**config.mk**
```make
export PLATFORM = sky130hd
export DESIGN_NAME = mdf_rs_flat
export DESIGN_NICKNAME = d
export VERILOG_FILES = /design/src/rtl/mdf_rs_if.sv /design/src/rtl/mdf_rs.sv /design/src/flat_wrapper.sv
export SDC_FILE = /design/constraint.sdc
export NUM_CORES = 1
export LEC_CHECK = 0
export BUFFER_PORTS_ARGS = -buffer_cell sky130_fd_sc_hd__buf_4
export CAP_MARGIN = 20
export CORE_MARGIN = 8
export CORE_UTILIZATION = 30
export CTS_BUF_LIST = sky130_fd_sc_hd__clkbuf_8
export DETAILED_ROUTE_END_ITERATION = 16
export PLACE_DENSITY = 0.46
export SLEW_MARGIN = 15
export SYNTH_ARGS = -nofsm -noshare
export SYNTH_HDL_FRONTEND = slang
export SYNTH_SLANG_ARGS = --single-unit
```
**constraint.sdc**
```tcl
create_clock -name clk -period 3.8 [get_ports clk]
set_clock_uncertainty 0.1 [all_clocks]
set_input_delay 0.38 -clock clk [delete_from_list [all_inputs] [get_ports clk]]
set_output_delay 0.38 -clock clk [all_outputs]
set_load 0.01 [all_outputs]
```
**src/rtl/mdf_rs_if.sv**
```systemverilog
`default_nettype none
// ============================================================================
// Module   : mdf_rs_if
// Purpose  : Issue, CDB snoop, multiplier and result-request bundle for mdf_rs.
// Revision : 1.0
// ============================================================================
interface mdf_rs_if #(
    parameter int TAG_W = 4
);
    logic             issue_valid;
    logic             issue_ready;
    logic [TAG_W-1:0] issue_tag;
    logic [TAG_W-1:0] issue_qj;
    logic [TAG_W-1:0] issue_qk;
    logic [31:0]      issue_vj;
    logic [31:0]      issue_vk;

    logic             cdb_valid;
    logic [TAG_W-1:0] cdb_tag;
    logic [31:0]      cdb_data;

    logic             alu_available;
    logic             alu_en;
    logic [31:0]      alu_a;
    logic [31:0]      alu_b;
    logic [31:0]      alu_result;

    logic             res_req;
    logic [TAG_W-1:0] res_tag;
    logic [31:0]      res_data;
    logic             res_ack;

    modport slave (
        input  issue_valid, issue_qj, issue_qk, issue_vj, issue_vk,
        input  cdb_valid, cdb_tag, cdb_data,
        input  alu_available, alu_result, res_ack,
        output issue_ready, issue_tag,
        output alu_en, alu_a, alu_b,
        output res_req, res_tag, res_data
    );

    modport master (
        output issue_valid, issue_qj, issue_qk, issue_vj, issue_vk,
        output cdb_valid, cdb_tag, cdb_data,
        output alu_available, alu_result, res_ack,
        input  issue_ready, issue_tag,
        input  alu_en, alu_a, alu_b,
        input  res_req, res_tag, res_data
    );
endinterface
`default_nettype wire

```
**src/rtl/mdf_rs.sv**
```systemverilog
`default_nettype none
// ============================================================================
// Module   : mdf_rs
// Purpose  : Multiply reservation station with CDB snooping, single in-flight
//            dispatch, fixed-latency tracking and req/ack result presentation.
// Revision : 1.0
// ============================================================================
module mdf_rs #(
    parameter int ENTRIES  = 3,
    parameter int TAG_W    = 4,
    parameter int BASE_TAG = 4,
    parameter int MUL_LAT  = 6
) (
    input  logic    clk,
    input  logic    nRST,
    mdf_rs_if.slave bus
);
    localparam int               IDX_W    = (ENTRIES > 1) ? $clog2(ENTRIES) : 1;
    localparam int               CNT_W    = $clog2(MUL_LAT) + 1;
    localparam logic [TAG_W-1:0] BASE     = TAG_W'(BASE_TAG);
    localparam logic [CNT_W-1:0] CNT_LOAD = CNT_W'(MUL_LAT - 1);

    logic [ENTRIES-1:0] busy;
    logic [ENTRIES-1:0] entry_ready;
    logic [31:0]        vj_all [ENTRIES];
    logic [31:0]        vk_all [ENTRIES];

    logic               has_free;
    logic [IDX_W-1:0]   free_idx;
    logic               has_ready;
    logic [IDX_W-1:0]   rdy_idx;

    logic               inflight;
    logic [IDX_W-1:0]   inflight_idx;
    logic [CNT_W-1:0]   cnt;

    logic               alloc;
    logic               dispatch;
    logic               req;
    logic               ack_fire;
    logic               byp_j;
    logic               byp_k;

    // Lowest-index search; iterating downward leaves the lowest match last.
    always_comb begin
        has_free  = 1'b0;
        free_idx  = '0;
        has_ready = 1'b0;
        rdy_idx   = '0;
        for (int i = ENTRIES - 1; i >= 0; i--) begin
            if (!busy[i]) begin
                has_free = 1'b1;
                free_idx = IDX_W'(i);
            end
            if (entry_ready[i]) begin
                has_ready = 1'b1;
                rdy_idx   = IDX_W'(i);
            end
        end
    end

    assign alloc    = bus.issue_valid && has_free;
    assign req      = inflight && (cnt == '0);
    assign ack_fire = req && bus.res_ack;
    assign dispatch = bus.alu_available && has_ready && !(inflight && !ack_fire);

    assign byp_j = bus.cdb_valid && (bus.issue_qj != '0) && (bus.issue_qj == bus.cdb_tag);
    assign byp_k = bus.cdb_valid && (bus.issue_qk != '0) && (bus.issue_qk == bus.cdb_tag);

    generate
        for (genvar i = 0; i < ENTRIES; i++) begin : g_entry
            logic             busy_q;
            logic             disp_q;
            logic [TAG_W-1:0] qj_q;
            logic [TAG_W-1:0] qk_q;
            logic [31:0]      vj_q;
            logic [31:0]      vk_q;
            logic             snoop_j;
            logic             snoop_k;
            logic             sel_alloc;
            logic             sel_disp;
            logic             sel_free;

            assign snoop_j   = busy_q && bus.cdb_valid && (qj_q != '0) && (qj_q == bus.cdb_tag);
            assign snoop_k   = busy_q && bus.cdb_valid && (qk_q != '0) && (qk_q == bus.cdb_tag);
            assign sel_alloc = alloc && (free_idx == IDX_W'(i));
            assign sel_disp  = dispatch && (rdy_idx == IDX_W'(i));
            assign sel_free  = ack_fire && (inflight_idx == IDX_W'(i));

            assign busy[i]        = busy_q;
            assign entry_ready[i] = busy_q && !disp_q && (qj_q == '0) && (qk_q == '0);
            assign vj_all[i]      = vj_q;
            assign vk_all[i]      = vk_q;

            // A free entry is never the in-flight or ready one, so allocation
            // cannot collide with dispatch or release on the same entry.
            always_ff @(posedge clk or negedge nRST) begin
                if (!nRST) begin
                    busy_q <= 1'b0;
                    disp_q <= 1'b0;
                    qj_q   <= '0;
                    qk_q   <= '0;
                    vj_q   <= '0;
                    vk_q   <= '0;
                end else if (sel_alloc) begin
                    busy_q <= 1'b1;
                    disp_q <= 1'b0;
                    qj_q   <= byp_j ? '0 : bus.issue_qj;
                    qk_q   <= byp_k ? '0 : bus.issue_qk;
                    vj_q   <= byp_j ? bus.cdb_data : bus.issue_vj;
                    vk_q   <= byp_k ? bus.cdb_data : bus.issue_vk;
                end else begin
                    if (snoop_j) begin
                        qj_q <= '0;
                        vj_q <= bus.cdb_data;
                    end
                    if (snoop_k) begin
                        qk_q <= '0;
                        vk_q <= bus.cdb_data;
                    end
                    if (sel_disp) begin
                        disp_q <= 1'b1;
                    end
                    if (sel_free) begin
                        busy_q <= 1'b0;
                        disp_q <= 1'b0;
                    end
                end
            end
        end
    endgenerate

    // A dispatch in the ack cycle hands the in-flight slot straight to the new op.
    always_ff @(posedge clk or negedge nRST) begin
        if (!nRST) begin
            inflight     <= 1'b0;
            inflight_idx <= '0;
            cnt          <= '0;
        end else begin
            if (dispatch) begin
                inflight     <= 1'b1;
                inflight_idx <= rdy_idx;
                cnt          <= CNT_LOAD;
            end else begin
                if (ack_fire) begin
                    inflight <= 1'b0;
                end
                if (cnt != '0) begin
                    cnt <= cnt - 1'b1;
                end
            end
        end
    end

    assign bus.issue_ready = has_free;
    assign bus.issue_tag   = BASE + TAG_W'(free_idx);

    assign bus.alu_en = dispatch;
    assign bus.alu_a  = dispatch ? vj_all[rdy_idx] : 32'd0;
    assign bus.alu_b  = dispatch ? vk_all[rdy_idx] : 32'd0;

    assign bus.res_req  = req;
    assign bus.res_tag  = req ? (BASE + TAG_W'(inflight_idx)) : '0;
    assign bus.res_data = req ? bus.alu_result : 32'd0;
endmodule
`default_nettype wire

```
**src/flat_wrapper.sv**
```systemverilog
// flat-port wrapper written by rule: the top's interface ports become plain ports
module mdf_rs_flat 
#(
    parameter int ENTRIES  = 3,
    parameter int TAG_W    = 4,
    parameter int BASE_TAG = 4,
    parameter int MUL_LAT  = 6
)
  (clk, nRST, bus_issue_valid, bus_issue_qj, bus_issue_qk, bus_issue_vj, bus_issue_vk, bus_cdb_valid, bus_cdb_tag, bus_cdb_data, bus_alu_available, bus_alu_result, bus_res_ack, bus_issue_ready, bus_issue_tag, bus_alu_en, bus_alu_a, bus_alu_b, bus_res_req, bus_res_tag, bus_res_data);
  mdf_rs_if #(.TAG_W(TAG_W)) bus_i ();
  input  logic clk;
  input  logic nRST;
  input wire logic [$bits(bus_i.issue_valid)-1:0] bus_issue_valid;
  input wire logic [$bits(bus_i.issue_qj)-1:0] bus_issue_qj;
  input wire logic [$bits(bus_i.issue_qk)-1:0] bus_issue_qk;
  input wire logic [$bits(bus_i.issue_vj)-1:0] bus_issue_vj;
  input wire logic [$bits(bus_i.issue_vk)-1:0] bus_issue_vk;
  input wire logic [$bits(bus_i.cdb_valid)-1:0] bus_cdb_valid;
  input wire logic [$bits(bus_i.cdb_tag)-1:0] bus_cdb_tag;
  input wire logic [$bits(bus_i.cdb_data)-1:0] bus_cdb_data;
  input wire logic [$bits(bus_i.alu_available)-1:0] bus_alu_available;
  input wire logic [$bits(bus_i.alu_result)-1:0] bus_alu_result;
  input wire logic [$bits(bus_i.res_ack)-1:0] bus_res_ack;
  output wire logic [$bits(bus_i.issue_ready)-1:0] bus_issue_ready;
  output wire logic [$bits(bus_i.issue_tag)-1:0] bus_issue_tag;
  output wire logic [$bits(bus_i.alu_en)-1:0] bus_alu_en;
  output wire logic [$bits(bus_i.alu_a)-1:0] bus_alu_a;
  output wire logic [$bits(bus_i.alu_b)-1:0] bus_alu_b;
  output wire logic [$bits(bus_i.res_req)-1:0] bus_res_req;
  output wire logic [$bits(bus_i.res_tag)-1:0] bus_res_tag;
  output wire logic [$bits(bus_i.res_data)-1:0] bus_res_data;
  assign bus_i.issue_valid = bus_issue_valid;
  assign bus_i.issue_qj = bus_issue_qj;
  assign bus_i.issue_qk = bus_issue_qk;
  assign bus_i.issue_vj = bus_issue_vj;
  assign bus_i.issue_vk = bus_issue_vk;
  assign bus_i.cdb_valid = bus_cdb_valid;
  assign bus_i.cdb_tag = bus_cdb_tag;
  assign bus_i.cdb_data = bus_cdb_data;
  assign bus_i.alu_available = bus_alu_available;
  assign bus_i.alu_result = bus_alu_result;
  assign bus_i.res_ack = bus_res_ack;
  assign bus_issue_ready = bus_i.issue_ready;
  assign bus_issue_tag = bus_i.issue_tag;
  assign bus_alu_en = bus_i.alu_en;
  assign bus_alu_a = bus_i.alu_a;
  assign bus_alu_b = bus_i.alu_b;
  assign bus_res_req = bus_i.res_req;
  assign bus_res_tag = bus_i.res_tag;
  assign bus_res_data = bus_i.res_data;
  mdf_rs #(.ENTRIES(ENTRIES), .TAG_W(TAG_W), .BASE_TAG(BASE_TAG), .MUL_LAT(MUL_LAT)) u_core (.clk(clk), .nRST(nRST), .bus(bus_i));
endmodule
```
==> reports/summary.txt, run 1 <==
Max-Cap Viols: 0
Routed Antenna Nets: 0
Setup_tns: 0 ps
YS warnings: 0
WS Path Type: reg2out
Root Buffer: clkbuf_8
Max transition margin: 0.3509
Worst hold-check path type: in2reg
Hold path startpoint: bus_cdb_data[4]
CP max FO: 27
Crit path top cell by count: buf_4
Final hold vios: 0
Cell count of the worst reg-to-reg path: 6
DR DRC count: 0
Most area-consuming cells after synthesis: dfrtp_1 47%, o221a_1 14%, or3_1 10%
Hpwl dp: 32.24 mm
Synthesis-stage register bit count: 229
Die footprint: 47,590 sq um
CP peak stage delay: 680 ps
Area grow syn2layout: 30.63%
Synth top area share: 0.4674
Initial Util: 0.3023
Final Core Density: 0.3949
Register area share after synthesis: 0.4674
Clk slew on worst S/H paths: 60 ps
Overflow after GRT: 0
CP endpoint kind: output port
Worst-margin pin slew: 971.5 ps
Worst endpoint data arrival time: 3110 ps
Syn_area_per_cell: 10.63 sq um
Vias in the first global route: 11.93k
Most frequent cells in the layout: 282 x buf_4, 229 x dfrtp_1, 201 x or3_1
Clk_lat worst skew: 600 ps
Cts bufs inserted: 45
Lkg Pwr: 6.672 nW
R2r endpoint: u_core.g_entry[0].vj_q[7]$_DFFE_PN0P_
Post-cts gate resize count: 0
Startpoint Class: flip-flop
RSZ-0062 raised after global routing: false
Post-layout min period: 3592 ps
Gate Count Post-Synth: 1,153
Fraction of layout cells with a size suffix above 1: 0.2969
Core area: 40,550 sq um
FFs w/ async S/R, synth: 1.000
Clk sinks: 229
Placement row count: 74
Hold worst-path end: u_core.g_entry[1].vk_q[4]$_DFFE_PN0P_
Die width: 218.2 um
Fillcell total: 4,034
Crit-path leading delay family: simple AND/OR/NAND/NOR gates
CTS H-tree depth: 2
First-pass GRT wire length: 76.06 mm
Nets: 1,552
Post-route cell area: 16,010 sq um
Reg-to-reg startpoint: u_core.g_entry[0].busy_q$_DFFE_PN0N_
Initial antenna violation count: 2
Hold path depth: 2
Final worst-path cycle share: 0.9453
Max IR drop VDD: 272.9 uV
Cell area after synthesis: 12,260 sq um
Max-slew violation count: 0
Synth area leader: dfrtp_1
Die Ht: 218.2 um
Top Ports: 253
Initial DRT Pass Iterations: 5
Initial DRC count: 860
Placed cell count: 1,851
# setup viols final: 0
Max Fclk: 0.2784 GHz
Yosys cell types: 45
Routed len/inst: 25.35 um
Reg-to-reg slack, setup: 1010 ps
CTS Buffer Depth: 3
Post-Layout Cell Count: 1,972
Via Count: 11.11k
Crit-path cells: nor4b_1 > and3_1 > and2_2 > buf_4 > a32oi_1 > nand2_1 > buf_4
Vias per cell: 5.636
Pwr Density: 718.1 nW/um^2
Most used DFF post-synth: dfrtp_1
Largest net degree at the start of global routing: 104
Gr usage total: 0.2069
CP max stage cell: and2_2
Post-synth EDFFs: 0
Port Buffers: 249
TritonCTS clock tree: done
CP Data Required Time: 3320 ps
Final GP Congestion: 0.7898
CP bufs+invs: 2
Outcome: finished, final reports clean
Post-DP Area: 14,590 sq um
Post-Route WL: 49.99 mm
Most common cell after layout, fill and taps aside: buf_4
==> worst max-delay path by stage <==
| stage | slack [ps] | cells after the start | to | from |
|---|---|---|---|---|
| after floorplan | 1340 | 9 | bus_alu_a[0] | u_core.cnt[0]$_DFFE_PN0P_ |
| after global placement | 870 | 9 | bus_alu_b[30] | u_core.cnt[0]$_DFFE_PN0P_ |
| after detailed placement | 830 | 7 | bus_alu_b[28] | u_core.g_entry[1].qj_q[2]$_DFFE_PN0P_ |
| after CTS | 160 | 7 | bus_alu_b[28] | u_core.g_entry[1].qj_q[2]$_DFFE_PN0P_ |
| after global routing | 50 | 7 | bus_alu_a[30] | u_core.g_entry[1].qk_q[0]$_DFFE_PN0P_ |
| final | 210 | 7 | bus_alu_b[28] | u_core.g_entry[1].qj_q[2]$_DFFE_PN0P_ |
==> what timing repair did <==
action | in CTS | in global routing
endpoints found under the hold margin | 232 | 0
buffers inserted | 0 | 0
hold buffers | 38 | 0
==> registers in the layout, indices dropped and copies added (netlist names) <==
name                   cells
u_core.g_entry.disp_q      3
u_core.cnt                 4
u_core.g_entry.vj_q       96
u_core.g_entry.qk_q       12
u_core.g_entry.vk_q       96
u_core.inflight            1
u_core.inflight_idx        2
u_core.g_entry.busy_q      3
u_core.g_entry.qj_q       12
==> power breakdown <==
group | switching (mW) | internal (mW) | total [mW] | leakage (nW)
sequential | 0.864 | 3.66 | 4.53 | 2.58
combinational | 1.97 | 2.14 | 4.11 | 3.52
clock | 1.16 | 1.70 | 2.86 | 0.574
==> metrics by stage <==
stage          total power, mW  worst slack [ps]  hold WS, ps
6_report                 11.50             208.0        38.51
5_1_grt                  12.20             53.02        32.00
4_1_cts                  11.60             157.1        2.751
3_5_place_dp             8.648             829.1        417.1
3_3_place_gp             8.608             868.4        405.4
2_1_floorplan            7.072              1340       -15.59
==> cell usage after synthesis (8+ instances only) <==
cell type and count:
a21oi_1 10, a22o_1 21, a32oi_1 64, and2_1 37, buf_1 8, buf_2 30, buf_4 10, buf_6 23
clkbuf_1 53, dfrtp_1 229, inv_1 8, nand2_1 151, nor2_1 24, nor3_1 10, o221a_1 151, o221a_2 41
or3_1 201, xnor2_1 8, xor2_1 19
==> per-layer routing <==
metal,share of wire,up-vias,track usage,wire (um)
li1,-,4978,-,-
met1,0.45,5666,0.2750,22260
met2,0.47,393,0.3316,23400
met3,0.064,77,0.04673,3194
met4,0.023,0,0.06426,1131
met5,0,-,0,0
==> layout make-up <==
class | instances | area, sq um | share of cell area
Antenna cell | 2 | 5.005 | 0.0003125
Multi-Input combinational cell | 792 | 5909 | 0.3690
Clock buffer | 65 | 894.6 | 0.05586
Timing Repair Buffer | 327 | 2633 | 0.1644
Inverter | 9 | 33.78 | 0.002110
Sequential cell | 229 | 5731 | 0.3578
Tap cell | 532 | 665.6 | 0.04157
Clock inverter | 16 | 142.6 | 0.008907
==> logic make-up after synthesis <==
logic type               share of synthesized area
AND/OR/NAND/NOR                             0.1973
buffers and inverters                      0.06093
AO/OA/AOI/OAI                               0.2516
multiplexers                             0.0008165
other                                    0.0006126
adder cells (fa/ha/maj)                   0.002041
XOR/XNOR                                   0.01929
flip-flops                                  0.4674
Note: power is estimated with default switching activity, not from simulation.
==> run 2, diff against run 1 <==
CAP_MARGIN = default   (was 20)
PLACE_DENSITY = 0.48   (was 0.46)
clock period = 3.05 ns   (was 3.8 ns; I/O delays follow)
==> run 2 against run 1 <==
The run now ends with setup timing left. First-iteration DRC count up 5.9%. Non-clock buffer count increased by 133. Design area increased by 15%. Worst setup slack worse by 250 ps. Via count increased by 6.8%. Clock-buffer cell count grew 1. Flip-flop and latch count is the same. Critical path depth grew 2. Register-to-register slack worse by 770 ps. Global-route usage up 0.99 points. Sequential share of layout area is 4.6 points lower. Largest cell class unchanged. Largest power group is now combinational cells. Highest routed layer unchanged.
==> reports/summary.txt, run 2 (same netlist as run 1, synthesis figures left out) <==
Clk_lat worst skew: 600 ps (about the same)
Nets: 1,686 (+8.6%)
Via Count: 11.87k (+6.8%)
CTS Buffer Depth: 3 (unchanged)
Routed len/inst: 25.59 um (+0.95%)
Core area: 40,550 sq um (unchanged)
First-pass GRT wire length: 79.76 mm (+4.9%)
Power, Total: 15.19 mW (+32%)
Lkg Pwr: 7.708 nW (+16%)
Hpwl dp: 30.85 mm (-4.3%)
Placement row count: 74 (unchanged)
Vias in the first global route: 12.59k (+5.5%)
Outcome: finished with violations
Initial Util: 0.3023 (unchanged)
TritonCTS clock tree: done
Die width: 218.2 um (unchanged)
Clk slew on worst S/H paths: 60 ps (about the same)
Final hold vios: 0 (unchanged)
CP endpoint kind: output port
RSZ-0062 raised after global routing: true
Top Ports: 253 (unchanged)
Vias per cell: 5.634 (about the same)
Max-slew violation count: 0 (unchanged)
Fraction of layout cells with a size suffix above 1: 0.3668 (+0.06987)
CTS H-tree depth: 2 (unchanged)
Final worst-path cycle share: 1.015
Worst hold-check path type: in2reg
Max Fclk: 0.3232 GHz
WS Path Type: reg2out
Initial DRT Pass Iterations: 5 (unchanged)
Max transition margin: 0.4006 (+0.04972)
Pwr Density: 825.8 nW/um^2 (+15%)
Max IR drop VDD: 266.1 uV (-2.5%)
Final setup margin: -44.29 ps (-252.3 ps)
Clk sinks: 229 (unchanged)
Initial antenna violation count: 0 (-2)
Die footprint: 47,590 sq um (unchanged)
Startpoint Class: flip-flop
Most frequent cells in the layout: 245 x buf_4, 228 x dfrtp_1, 201 x or3_1
Cts bufs inserted: 46 (+2.2%)
Most common cell after layout, fill and taps aside: buf_4
Violated checks: setup timing
Gr usage total: 0.2168 (+0.009904)
Post-Layout Cell Count: 2,106 (+6.8%)
Largest net degree at the start of global routing: 102 (-1.9%)
Worst endpoint data arrival time: 2690 ps (-420 ps)
Root Buffer: clkbuf_8
CP max FO: 16 (-41%)
Post-layout min period: 3094 ps
CP Data Required Time: 2640 ps (-680 ps)
Max-Cap Viols: 0 (unchanged)
Worst-margin pin slew: 897.1 ps (-74.42 ps)
Biggest regs: u_core.g_entry.vj_q: 96 flops, u_core.g_entry.vk_q: 96 flops
Initial DRC count: 911 (+5.9%)
DR DRC count: 0 (unchanged)
Die Ht: 218.2 um (unchanged)
Placed cell count: 1,852 (+0.054%)
Area grow syn2layout: 50.05%
Final GP Congestion: 0.7895 (about the same)
Post-Route WL: 53.89 mm (+7.8%)
Fillcell total: 3,868 (-4.1%)
Register area: 5732 sq um (about the same)
Final Core Density: 0.4536 (+0.05871)
Overflow after GRT: 0 (unchanged)
Routed Antenna Nets: 0 (unchanged)
# setup viols final: 22 (+22)
Port Buffers: 249 (unchanged)
Multi-input gate area: 6571 sq um (+11%)
-- run 2: cell count changes in the layout (fill, tap and decap cells not counted), sizes merged, moves of 3 or more --
cell         change
inv              +4
bufinv           -3
clkbuf           +6
dlygate4sd3     +94
buf             +33
-- run 2: worst paths after layout --
check | to | slack (ps) | from | depth (start not counted)
max in group asynchronous | u_core.g_entry[0].qk_q[1]$_DFFE_PN0P_ | 1820 | nRST | 3
max reg2reg | u_core.g_entry[1].vj_q[16]$_DFFE_PN0P_ | 240 | u_core.g_entry[1].qj_q[1]$_DFFE_PN0P_ | 7
min in group asynchronous | u_core.g_entry[2].vj_q[27]$_DFFE_PN0P_ | 160 | nRST | 2
max | bus_alu_a[22] | -40 | u_core.g_entry[0].qk_q[1]$_DFFE_PN0P_ | 9
min | u_core.g_entry[0].qk_q[0]$_DFFE_PN0P_ | 120 | bus_issue_qk[0] | 3
min reg2reg | u_core.g_entry[2].disp_q$_DFFE_PN0P_ | 430 | u_core.g_entry[2].disp_q$_DFFE_PN0P_ | 1
-- run 2: report_power, final --
part           leakage (nW)  internal, mW  switching [mW]
registers              2.58          4.56            1.23
logic                  4.57          3.35            2.69
clock network         0.563          1.90            1.46
total                  7.71          9.81            5.38
-- run 2: layout make-up --
class,count,share of cell area
Multi-Input combinational cell,792,0.3572
Sequential cell,229,0.3116
Timing Repair Buffer,460,0.2398
Clock buffer,66,0.04938
Tap cell,532,0.03619
Clock inverter,17,0.003809
Inverter,9,0.001836
Antenna cell,1,0.0001360
-- run 2: repair_timing --
item                       CTS  global route
hold endpoints to repair   278             0
hold buffers               132             0
pin swaps                   11            50
cloned                       8             5
setup endpoints to repair   64            65
resized for setup           76           156
buffers inserted            22             7
-- run 2: layer usage --
layer  global-route usage  up-vias  routed length [um]
met4              0.07568        0                1620
met5                    0        -                   0
met3              0.03954       96                3402
met2               0.3462      470               25210
li1                     -     5280                   -
met1               0.2918     6020               23660
-- run 2: stage by stage --
step	instance area, sq um	hold slack, ps	TNS, ps	setup slack (ps)
2_1_floorplan	12260	-90.59	0	665.4
3_3_place_gp	14670	211.8	0	359.6
3_5_place_dp	14670	206.3	0	297.6
4_1_cts	17710	70.59	-267.3	-31.29
5_1_grt	18390	94.39	-6078	-142.2
6_report	18400	124.6	-458.1	-44.29
-- run 2: critical path: stages (launching register included) --
cell,delay [ps]
dfrtp_2,440
nor4_4,300
nand4_1,230
buf_6,200
nor2_4,210
buf_6,200
clkbuf_16,220
a32oi_1,90
nand2_2,100
buf_6,100
==> run 3, diff against run 2 <==
BUFFER_PORTS_ARGS = default   (was -buffer_cell sky130_fd_sc_hd__buf_4)
CORE_UTILIZATION = 35   (was 30)
DONT_BUFFER_PORTS = 1   (was default)
==> run 3 against run 2 <==
The run ends with hold timing left. Combinational power decreased by 12%. Sequential share of layout area grew 5.3 points. Maximum frequency up 4.3%. First-iteration DRC count decreased by 0.11%. Cell count shrank 17%. Design area decreased by 15%. Via count is 7.7% lower. Critical path depth unchanged. Routed wire length decreased by 5.7%. Critical path type unchanged.
==> reports/summary.txt, run 3 (same netlist as run 1, synthesis figures left out) <==
DR DRC count: 0 (unchanged)
Initial DRT Pass Iterations: 5 (unchanged)
CTS Buffer Depth: 3 (unchanged)
Worst path depth: 9 (unchanged)
Most common cell after layout, fill and taps aside: dfrtp_1
Via Count: 10.95k (-7.7%)
Outcome: finished with violations
Met1 GRT Util: 0.3173 (+0.02545)
Root Buffer: clkbuf_8
Placement row count: 68 (-8.1%)
Biggest regs: u_core.g_entry.vj_q: 96 flops, u_core.g_entry.vk_q: 96 flops
Max-slew violation count: 0 (unchanged)
Post-Route WL: 50.84 mm (-5.7%)
Hpwl dp: 28.96 mm (-6.1%)
Grt met3 use: 0.05014 (+0.01060)
Max transition margin: 0.5070 (+0.1064)
# setup viols final: 0 (-100%)
CP bufs+invs: 3 (-1)
CTS H-tree depth: 2 (unchanged)
Core area: 34,540 sq um (-15%)
Vias in the first global route: 11.68k (-7.2%)
Cell count of the worst reg-to-reg path: 7 (unchanged)
Clk slew on worst S/H paths: 60 ps (about the same)
Final worst-path cycle share: 0.9728 (-0.04167)
Die footprint: 41,270 sq um (-13%)
Max-Cap Viols: 0 (unchanged)
WS Path Type: reg2out
CTS Hold Bufs: 139 (+5.3%)
Setup_tns: 0 ps (+458.1 ps)
Final hold vios: 229 (+229)
Largest net degree at the start of global routing: 230 (+130%)
TritonCTS clock tree: done
Startpoint Class: flip-flop
CP max FO: 8 (-8)
Crit-path leading delay family: simple AND/OR/NAND/NOR gates
Die Ht: 203.2 um (-6.9%)
RSZ-0062 raised after global routing: true
CP endpoint kind: output port
Initial DRC count: 910 (-0.11%)
Hold slack: -643.6 ps (-768.2 ps)
Most used routing layer: met2
Post-layout min period: 2967 ps (-127.1 ps)
Worst endpoint data arrival time: 2560 ps (-130 ps)
Fraction of layout cells with a size suffix above 1: 0.1969 (-0.1699)
Top Ports: 253 (unchanged)
Cts bufs inserted: 43 (-6.5%)
Max Fclk: 0.3370 GHz (+4.3%)
Post-route cell area: 15,700 sq um (-15%)
Worst hold-check path type: in2async
Worst-margin pin slew: 739.5 ps (-157.6 ps)
Port Buffers: 0 (-100%)
Lkg Pwr: 5.992 nW (-22%)
Clk_lat worst skew: 560 ps (-40 ps)
Overflow after GRT: 0 (unchanged)
Crit-path cells: inv_2 > ha_4 > and4bb_2 > o21ai_4 > nor4b_4 > buf_6 > clkbuf_16 > nand2_1 > nand2_2
Max IR drop VDD: 441.1 uV (+66%)
First-pass GRT wire length: 75.49 mm (-5.4%)
Violated checks: hold timing
CP Data Required Time: 2640 ps (about the same)
CP max stage cell: dfrtp_1
Vias per cell: 6.233 (+11%)
Initial antenna violation count: 2 (+2)
Pwr Density: 890.0 nW/um^2 (+7.8%)
Nets: 1,422 (-16%)
Gr usage total: 0.2347 (+0.01793)
Area grow syn2layout: 28.09%
CP peak stage delay: 400 ps (-40 ps)
Die width: 203.2 um (-6.9%)
Clk sinks: 229 (unchanged)
Met2 Track Usage GR: 0.3762 (+0.02999)
Most frequent cells in the layout: 228 x dfrtp_1, 201 x or3_1, 151 x o221a_1
Post-DP Area: 12,770 sq um (-13%)
Initial Util: 0.3549 (+0.05260)
Power, Total: 13.97 mW (-8.0%)
Routed len/inst: 28.94 um (+13%)
Routed Antenna Nets: 0 (unchanged)
Final GP Congestion: 0.7778 (-1.5%)
[run 3: changes by cell type in the layout (fill, tap and decap cells not counted), moves of 3 or more]
cell | previous run | this run
buf_8 | 4 | 1
nand2_2 | 45 | 30
dlygate4sd3_1 | 132 | 139
buf_4 | 245 | 35
a32oi_1 | 38 | 30
nand2_1 | 72 | 121
clkbuf_8 | 66 | 54
a32oi_2 | 22 | 27
buf_6 | 54 | 1
buf_16 | 6 | 3
nand2_4 | 34 | 0
a32oi_4 | 4 | 7
[run 3: worst paths after layout]
kind | startpoint | endpoint | slack (ps)
max in group asynchronous | nRST | u_core.g_entry[0].qk_q[0]$_DFFE_PN0P_ | 2830
setup reg to reg | u_core.g_entry[0].qk_q[2]$_DFFE_PN0P_ | u_core.g_entry[0].vk_q[18]$_DFFE_PN0P_ | 160
setup / recovery | u_core.cnt[1]$_DFFE_PN0P_ | bus_alu_b[29] | 80
hold reg to reg | u_core.g_entry[2].vk_q[12]$_DFFE_PN0P_ | u_core.g_entry[2].vk_q[12]$_DFFE_PN0P_ | 440
min in group clk | bus_issue_valid | u_core.g_entry[1].busy_q$_DFFE_PN0N_ | 40
hold / removal | nRST | u_core.g_entry[0].vj_q[27]$_DFFE_PN0P_ | -640
[run 3: repair_timing]
action,4_1_cts,5_1_grt
buffers inserted,2,6
cloned,3,5
endpoints found under the setup margin,64,65
gates resized for setup,18,74
endpoints found under the hold margin,452,229
pin swaps,3,5
[run 3: report_power, final]
| group | leakage (nW) | switching (mW) | internal [mW] |
|---|---|---|---|
| combinational | 2.94 | 2.45 | 2.87 |
| sequential | 2.58 | 1.18 | 4.56 |
| clock | 0.477 | 1.35 | 1.57 |
[run 3: cell type report]
cell class                      count  area [sq um]
Antenna cell                        2         5.005
Multi-Input combinational cell    793          6391
Sequential cell                   229          5732
Clock buffer                       54         743.2
Tap cell                          455         569.3
Fill cell                        3262         18840
Timing Repair Buffer              198          2163
Clock inverter                     17         65.06
Inverter                            9         33.78
[run 3: per-stage QoR]
stage	worst slack, ps	hold WS (ps)	util	cells
finish	82.81	-643.6	0.4546	1757
detailed placement	422.4	-81.92	0.3696	1529
CTS	-3.106	-686.4	0.4388	1744
floorplan	665.4	-90.59	-	1154
global route	-13.16	-686.7	0.4545	1756
global placement	457.2	-78.28	0.3696	1529
[run 3: per-layer routing]
layer / wire length (um) / vias up
met1: 22230 / 5674
met4: 1026 / 2
met3: 3679 / 68
met2: 23890 / 480
met5: 13 / -
li1: - / 4728
